<file path="config.mk">
export PLATFORM = sky130hd
export DESIGN_NAME = fpaddsub_arbiter
export DESIGN_NICKNAME = d
export VERILOG_FILES = /design/src/rtl/fp_ctrl_pkg.sv /design/src/rtl/fpaddsub_tagpipe.sv /design/src/rtl/fpaddsub_arbiter.sv
export SDC_FILE = /design/constraint.sdc
export NUM_CORES = 1
export LEC_CHECK = 0
export CAP_MARGIN = 10
export CORE_AREA = 2 2 107 109
export DETAILED_ROUTE_END_ITERATION = 10
export DIE_AREA = 0 0 109 111
export PLACE_DENSITY = 0.83
export SLEW_MARGIN = 15
export SYNTH_ARGS = -nofsm -noshare
export SYNTH_HDL_FRONTEND = slang
export SYNTH_SLANG_ARGS = --single-unit
</file>
<file path="constraint.sdc">
create_clock -name clk -period 2.45 [get_ports clk]
set_input_delay 0.49 -clock clk [delete_from_list [all_inputs] [get_ports clk]]
set_output_delay 0.49 -clock clk [all_outputs]
set_load 0.01 [all_outputs]
</file>
<file path="src/rtl/fp_ctrl_pkg.sv">
// Shared constants and types for the FP add/sub front-end arbiter.
// Holds the default latency/width, op encodings and requester-id type.
package fp_ctrl_pkg;

    localparam int PIPE_LAT_DEF = 4;
    localparam int W_DEF        = 32;

    localparam logic OP_ADD = 1'b0;
    localparam logic OP_SUB = 1'b1;

    typedef logic req_id_t;

    localparam req_id_t REQ0 = 1'b0;
    localparam req_id_t REQ1 = 1'b1;

endpackage

</file>
<file path="src/rtl/fpaddsub_tagpipe.sv">
// Tag delay line: DEPTH-deep shift register of {valid, id} with sync clear.
// Ports: clk, clr, in_valid/in_id (stage 0 input), out_valid/out_id (last stage).
module fpaddsub_tagpipe
    import fp_ctrl_pkg::*;
#(
    parameter int DEPTH = PIPE_LAT_DEF
) (
    input  logic    clk,
    input  logic    clr,
    input  logic    in_valid,
    input  req_id_t in_id,
    output logic    out_valid,
    output req_id_t out_id
);

    logic [DEPTH-1:0] vld_d, vld_q;
    logic [DEPTH-1:0] id_d, id_q;

    always_comb begin
        vld_d    = vld_q;
        id_d     = id_q;
        vld_d[0] = in_valid;
        id_d[0]  = in_id;
        for (int i = 1; i < DEPTH; i++) begin
            vld_d[i] = vld_q[i-1];
            id_d[i]  = id_q[i-1];
        end
    end

    always_ff @(posedge clk) begin
        if (clr) begin
            vld_q <= '0;
            id_q  <= '0;
        end else begin
            vld_q <= vld_d;
            id_q  <= id_d;
        end
    end

    assign out_valid = vld_q[DEPTH-1];
    assign out_id    = id_q[DEPTH-1];

endmodule

</file>
<file path="src/rtl/fpaddsub_arbiter.sv">
// Two-requester round-robin front end for a fixed-latency FP add/sub pipe.
// Ports: req0/req1 valid/ready/a/b/op in, pipe_* issue out, pipe_result in,
// rsp0/rsp1 strobes with shared rsp_data, inflight count and busy flag.
module fpaddsub_arbiter
    import fp_ctrl_pkg::*;
#(
    parameter int PIPE_LAT = PIPE_LAT_DEF,
    parameter int W        = W_DEF
) (
    input  logic         clk,
    input  logic         rst,
    input  logic         req0_valid,
    output logic         req0_ready,
    input  logic [W-1:0] req0_a,
    input  logic [W-1:0] req0_b,
    input  logic         req0_op,
    input  logic         req1_valid,
    output logic         req1_ready,
    input  logic [W-1:0] req1_a,
    input  logic [W-1:0] req1_b,
    input  logic         req1_op,
    output logic         pipe_valid,
    output logic [W-1:0] pipe_a,
    output logic [W-1:0] pipe_b,
    output logic         pipe_op,
    input  logic [W-1:0] pipe_result,
    output logic         rsp0_valid,
    output logic         rsp1_valid,
    output logic [W-1:0] rsp_data,
    output logic [3:0]   inflight,
    output logic         busy
);

    req_id_t      last_grant_d, last_grant_q;
    logic         pipe_valid_d, pipe_valid_q;
    logic [W-1:0] pipe_a_d, pipe_a_q;
    logic [W-1:0] pipe_b_d, pipe_b_q;
    logic         pipe_op_d, pipe_op_q;
    req_id_t      pipe_id_d, pipe_id_q;
    logic [3:0]   inflight_d, inflight_q;
    logic         tag_valid;
    req_id_t      tag_id;

    // Under contention the side that did not win last time takes the slot.
    assign req0_ready = !rst && req0_valid
                        && (!req1_valid || last_grant_q == REQ1);
    assign req1_ready = !rst && req1_valid
                        && (!req0_valid || last_grant_q == REQ0);

    always_comb begin
        last_grant_d = last_grant_q;
        pipe_valid_d = req0_ready || req1_ready;
        pipe_a_d     = pipe_a_q;
        pipe_b_d     = pipe_b_q;
        pipe_op_d    = pipe_op_q;
        pipe_id_d    = pipe_id_q;
        unique case (1'b1)
            req0_ready: begin
                last_grant_d = REQ0;
                pipe_a_d     = req0_a;
                pipe_b_d     = req0_b;
                pipe_op_d    = req0_op;
                pipe_id_d    = REQ0;
            end
            req1_ready: begin
                last_grant_d = REQ1;
                pipe_a_d     = req1_a;
                pipe_b_d     = req1_b;
                pipe_op_d    = req1_op;
                pipe_id_d    = REQ1;
            end
            default: ;
        endcase
    end

    // Counted from the registered issue, so steady state settles at PIPE_LAT.
    always_comb begin
        inflight_d = inflight_q;
        unique case ({pipe_valid_q, tag_valid})
            2'b10:   inflight_d = inflight_q + 4'd1;
            2'b01:   inflight_d = inflight_q - 4'd1;
            default: ;
        endcase
    end

    always_ff @(posedge clk) begin
        if (rst) begin
            last_grant_q <= REQ1;
            pipe_valid_q <= 1'b0;
            pipe_a_q     <= '0;
            pipe_b_q     <= '0;
            pipe_op_q    <= 1'b0;
            pipe_id_q    <= REQ0;
            inflight_q   <= 4'd0;
        end else begin
            last_grant_q <= last_grant_d;
            pipe_valid_q <= pipe_valid_d;
            pipe_a_q     <= pipe_a_d;
            pipe_b_q     <= pipe_b_d;
            pipe_op_q    <= pipe_op_d;
            pipe_id_q    <= pipe_id_d;
            inflight_q   <= inflight_d;
        end
    end

    // Tag enters alongside pipe_valid, so it exits with pipe_result.
    fpaddsub_tagpipe #(
        .DEPTH(PIPE_LAT)
    ) u_tagpipe (
        .clk      (clk),
        .clr      (rst),
        .in_valid (pipe_valid_q),
        .in_id    (pipe_id_q),
        .out_valid(tag_valid),
        .out_id   (tag_id)
    );

    assign pipe_valid = pipe_valid_q;
    assign pipe_a     = pipe_a_q;
    assign pipe_b     = pipe_b_q;
    assign pipe_op    = pipe_op_q;
    assign rsp0_valid = !rst && tag_valid && tag_id == REQ0;
    assign rsp1_valid = !rst && tag_valid && tag_id == REQ1;
    assign rsp_data   = pipe_result;
    assign inflight   = inflight_q;
    assign busy       = inflight_q != 4'd0 || pipe_valid_q;

endmodule

</file>
## Word level (Yosys, flattened, before mapping)

Index checks and enable logic that the tools add are counted.

- Register bits: 80
- Bits in latches: 0
- Bits in writable memories: 0
- Memory bits (read-only): 0
- Input bits: 166
- Output and inout port bits: 107
- Logic and storage cells: 37
- Memories kept: 0

- Add/sub/neg operators: 2
- Multiply operators: 0
- Divide/modulo/power cells: 0
- $lt $le $gt $ge: 0
- Equality and inequality tests: 2
- Shift-type cells: 0
- Multiplexer cells: 5
- Bitwise logic cells: 2
- Reductions and logical operators: 17

Operators by type and width:

| cell | number |
|---|---|
| 32-bit one-hot mux with 2 select lines | 2 |
| 4-bit one-hot mux with 2 select lines | 1 |
| 1-bit logical AND | 7 |
| 4-bit by 1-bit adder with 4-bit output (second input constant) | 1 |
| 1-bit logical OR | 4 |
| 1-bit one-hot mux with 2 select lines | 2 |
| 2-bit nonzero test | 2 |
| 4-bit nonzero test | 1 |
| 4-bit by 1-bit subtractor with 4-bit output (second input constant) | 1 |
| 1-bit zero test | 3 |
| 2-bit by 1-bit equality test with 1-bit output (second input constant) | 1 |
| 2-bit equality test (second input constant) | 1 |
| 1-bit inverter | 2 |

## Depth between registers and ports, before layout

- Word-level depth: 4
- Gate-level depth with buffers: 8
- Mapped depth without buffers: 8

## By module

A second synthesis with hierarchy kept.

- Cell total of the unflattened synthesis: 385
- Area, all modules: 3746.1 µm²

Modules (own cells, without submodules):

| module | instances | cells each | area each (µm²) | seq. area each (µm²) |
|---|---|---|---|---|
| fpaddsub_arbiter | 1 | 369 | 3535.9 | 1441.4 |
| fpaddsub_tagpipe | 1 | 16 | 210.2 | 160.2 |

## Least setup slack after synthesis

OpenSTA, ideal clock, no wires.

- Path kind: register to register
- Start point: reg pipe_valid_q, in the netlist pipe_valid
- End point: reg inflight_q[2], in the netlist inflight[2]
- Library setup time: 0.070 ns
- Arrival time: 1.659 ns
- Required time: 2.380 ns
- Setup slack: 0.720 ns
- Cell stages (with the launch flop): 9
- Buffers on the path: 0
- Period minus slack after synthesis: 1.730 ns
- Cell sequence: dfxtp_1 > inv_1 > ha_1 > xor2_1 > ha_1 > a21oi_1 > xor2_1 > or3_1 > a21oi_1

- Longest elaborated chain between the ends: 2
- Elaborated cells between the ends (all ways): 4
- Classes of those cells: 2 x eq/ne; 1 x mux; 1 x reduce/logical

Ends and longest elaborated chain:

| item | line | text |
|---|---|---|
| start: declaration | fpaddsub_arbiter.sv:35 | `logic pipe_valid_d, pipe_valid_q;` |
| start signal: assignment | fpaddsub_arbiter.sv:97 | `pipe_valid_q <= pipe_valid_d;` |
| 2-bit by 1-bit equality test with 1-bit output or 2-bit equality test (tied branches) | fpaddsub_arbiter.sv:79 | `unique case ({pipe_valid_q, tag_valid})` |
| 4-bit one-hot mux with 2 select lines or 2-bit nonzero test (tied branches) | n/a |  |
| end signal: assignment | fpaddsub_arbiter.sv:102 | `inflight_q <= inflight_d;` |
| end: declaration | fpaddsub_arbiter.sv:40 | `logic [3:0] inflight_d, inflight_q;` |

Several ways; a longest one is shown, not always the timed one.
A chain may end at the register's enable or synchronous reset.

## Worst setup path in the final report

- Start point: in req1_valid
- End point: out req0_ready

- Longest elaborated chain between the ends: 3

Ends and longest elaborated chain:

| item | line | text |
|---|---|---|
| start: declaration | fpaddsub_arbiter.sv:17 | `input logic req1_valid,` |
| 1-bit zero test | fpaddsub_arbiter.sv:46 | `&& (!req1_valid \|\| last_grant_q == REQ1);` |
| 1-bit logical OR | fpaddsub_arbiter.sv:46 |  |
| 1-bit logical AND | fpaddsub_arbiter.sv:46 |  |
| end: declaration | fpaddsub_arbiter.sv:13 | `output logic req0_ready,` |

No other way between the ends.

==> summary.txt <==
STA
  • Setup TNS Final: 0 ns
  • Period minus WS final: 2.299 ns
  • Fin Clk Skew: ~0.0054 ns
  • Final hold vios: 0
  • Hold WS: between 0.4 and 0.5 ns
  • Fmax achieved: 435.0 MHz
  • Final Setup Violations: 0
  • Worst-margin pin slew: approximately 0.30 ns
  • Slew Limit Fails: 0
  • Tcrit/Tclk final: 0.9384
  • Worst relative slew slack: 0.7971
  • RSZ-0062 raised after global routing: false

Worst setup path
  • Worst setup SP type: input pin
  • CP Class: in -> out
  • Flop2flop setup slack: roughly 0.63 ns
  • Family with the most delay on the worst path: buffers and inverters
  • Max stage delay on crit path: around 0.56 ns
  • Max Fanout on Critical Path: 4
  • Most used cell, CP: clkdlybuf4s50_1
  • Crit path DAT: ~1.8 ns
  • Cell Chain, Critical Path: clkdlybuf4s50_1 > nor2b_1 > nor3b_1 > clkdlybuf4s50_1
  • Buf/Inv on CP: 2
  • Worst setup EP type: output pin
  • CP required: 1.96 ns
  • CP max stage cell: clkdlybuf4s50_1

Synthesis
  • Post-Syn Instances: approximately 380
  • Syn nets: around 550
  • Synth cell types: 27
  • Synth warn: 0
  • Seq cells post-synth: 80
  • Netlist area before placement: approximately 0.0037 sq mm
  • Average cell area after synthesis: 9.765 sq um
  • Register area share after synthesis: 0.4282

Detailed routing
  • Vias/cell: between 4 and 5
  • Vias after detailed routing: roughly 3300
  • Final wirelength: approximately 10000 microns
  • Post-DRT Antenna Nets: 0
  • Drt pass-1 iters: 4
  • Remaining DRCs: 0
  • Initial drt markers: between 90 and 100
  • Routed len/inst: 14.33 microns

Clock network
  • Num CTS Buffers: 9
  • H-Tree Depth: 3
  • Clk buf depth: 2
  • Hold-fix buffers at CTS: 0
  • Worst-Skew Late Latency: 0.33 ns
  • Clock transition at path regs: roughly 0.060 ns
  • TritonCTS clock tree: done
  • Root Driver: clkbuf_16
  • Clock sinks: 80

Global routing
  • Initial antenna violation count: 0
  • Largest net degree at the start of global routing: 70
  • Vias in the first global route: roughly 3200
  • First-pass GRT wire length: roughly 15000 microns
  • Total track usage: 0.1591
  • GR Overflow Total: 0

Pwr
  • Design Power: 3.645 mW
  • Pleak: approximately 2.2 nW
  • Power density cells: roughly 600 mW/mm^2
  • Max VDD drop: 342.2 uV

Final layout
  • Filler Cell Count: around 950
  • Area grow syn2layout: 60.66%
  • Nets@finish: ~720
  • Ant diodes: 0
  • Design area: around 0.006 sq mm
  • Layout cell share with drive strength beyond 1: 0.05054

Place
  • Post-DP Area: between 0.005 and 0.006 sq mm
  • Number of port buffers: ~210
  • Final GP Congestion: approximately 0.76
  • DP HPWL: between 7000 and 8000 microns

Die
  • Die height: roughly 110 microns
  • Die X: around 110 microns
  • Core box area: around 0.011 sq mm
  • Site Rows: 39
  • Ports: about 270
  • Die area: approximately 0.012 sq mm
  • Initial Utilization: 0.3376

Run
  • Total of max-cap violations: 0

Outcome
  • Run status: finished clean

Min path
  • HP Class: reg -> reg
[flip-flops by register name, indices dropped and copies added (netlist names)]
register         flops
last_grant_q         1
inflight             4
pipe_op              1
pipe_valid           1
u_tagpipe.id_q       4
pipe_id_q            1
u_tagpipe.vld_q      4
pipe_a              32
pipe_b              32
[placed cells by master, fill, tap and decap left out, drive strengths merged]
cell,n
a21oi,4
nor4bb,2
clkinv,1
a211oi,65
mux2i,67
ha,3
inv,1
o21ai,3
dfxtp,80
and3b,1
nand3b,1
xor2,3
clkdlybuf4s50,206
nor2,72
nor2b,9
bufinv,2
nor4,1
buf,10
clkbuf,11
nor3b,2
nand2b,2
mux2,1
nand2,2
dlymetal6s2s,1
a21bo,1
clkinvlp,2
or3,1
[where the power goes]
part	total (mW)	internal [mW]	switching, mW
sequential	1.45	1.40	0.0537
clock	1.43	0.918	0.508
combinational	0.768	0.472	0.296
total	3.65	2.79	0.857
[worst paths after layout]
| check | to | cells past startpoint | start |
|---|---|---|---|
| setup / recovery | req0_ready | 4 | req1_valid |
| hold / removal | u_tagpipe.vld_q[1] | 1 | u_tagpipe.vld_q[0] |
| setup reg to reg | inflight[2] | 8 | pipe_valid |
| hold reg to reg | u_tagpipe.vld_q[1] | 1 | u_tagpipe.vld_q[0] |
[worst register-to-register path: stages, from the launching register on]
cell and delay [ns]:
dfxtp_1 0.33, inv_1 0.09, ha_1 0.28, xor2_1 0.17, ha_1 0.18, a21oi_1 0.17
xor2_1 0.10, or3_1 0.30, a21oi_1 0.13
[per-stage QoR]
| step | utilization | std cells | setup slack (ns) |
|---|---|---|---|
| after floorplan | - | 383 | 0.7205 |
| after CTS | 0.5422 | 697 | 0.04445 |
| after detailed placement | 0.5130 | 681 | 0.04358 |
| after global placement | 0.5130 | 681 | 0.04904 |
| final | 0.5424 | 697 | 0.1510 |
| after global routing | 0.5424 | 697 | 0.04076 |
[kinds of logic (layout without fill, tap and decap cells)]
group / Yosys count / in the layout / share of synthesized area
and+or+nand+nor: 93 / 93 / 0.1117
DFF: 80 / 80 / 0.4282
AOI/OAI and AO/OA: 73 / 73 / 0.1425
muxes: 68 / 68 / 0.1823
buffers and inverters: 63 / 234 / 0.1181
adders and majority gates: 3 / 3 / 0.01004
xor gates and xnor gates: 3 / 3 / 0.007027
[area by class of cell]
class                      instances  area [sq um]  area share
clock buffer                      11         242.7     0.04040
multi-input combinational        240          1704      0.2836
tap                              143         178.9     0.02978
clock inverter                     5         80.08     0.01333
inverter                           1         3.754   0.0006247
timing repair buffer             217          2197      0.3657
sequential                        80          1602      0.2666
[repair_timing]
item                                   4_1_cts  5_1_grt
buffers inserted                             0        0
setup endpoints to repair                    0        1
endpoints found under the hold margin        0        0
gates resized for setup                      0        1
[layer usage]
layer / vias to the layer above / GRT usage / part of all wire
li1: 1659 / - / -
met5: - / 0 / 0
met2: 147 / 0.2886 / 0.51
met1: 1482 / 0.1597 / 0.38
met4: 0 / 0.07094 / 0.020
met3: 21 / 0.05585 / 0.094
[cells in the mapped netlist]
master	n	area share
dfxtp_1	80	0.43
nor2_1	71	0.071
mux2i_1	67	0.18
a211oi_1	65	0.13
buf_4	34	0.068
clkbuf_1	18	0.018
nor2b_1	9	0.015
a21oi_1	4	0.0054
buf_12	4	0.021
buf_2	4	0.0054
ha_1	3	0.010
o21ai_0	3	0.0040
xor2_1	3	0.0070
nand2_1	2	0.0020
nand2b_1	2	0.0033
nor3b_1	2	0.0040
nor4bb_1	2	0.0054
a21bo_2	1	0.0027
and3b_1	1	0.0023
buf_1	1	0.0010
buf_6	1	0.0030
inv_1	1	0.0010
mux2_1	1	0.0030
nand3b_1	1	0.0020
nor2_4	1	0.0030
nor4_1	1	0.0017
or3_1	1	0.0017
No activity file was read; power rests on OpenSTA's default activity.
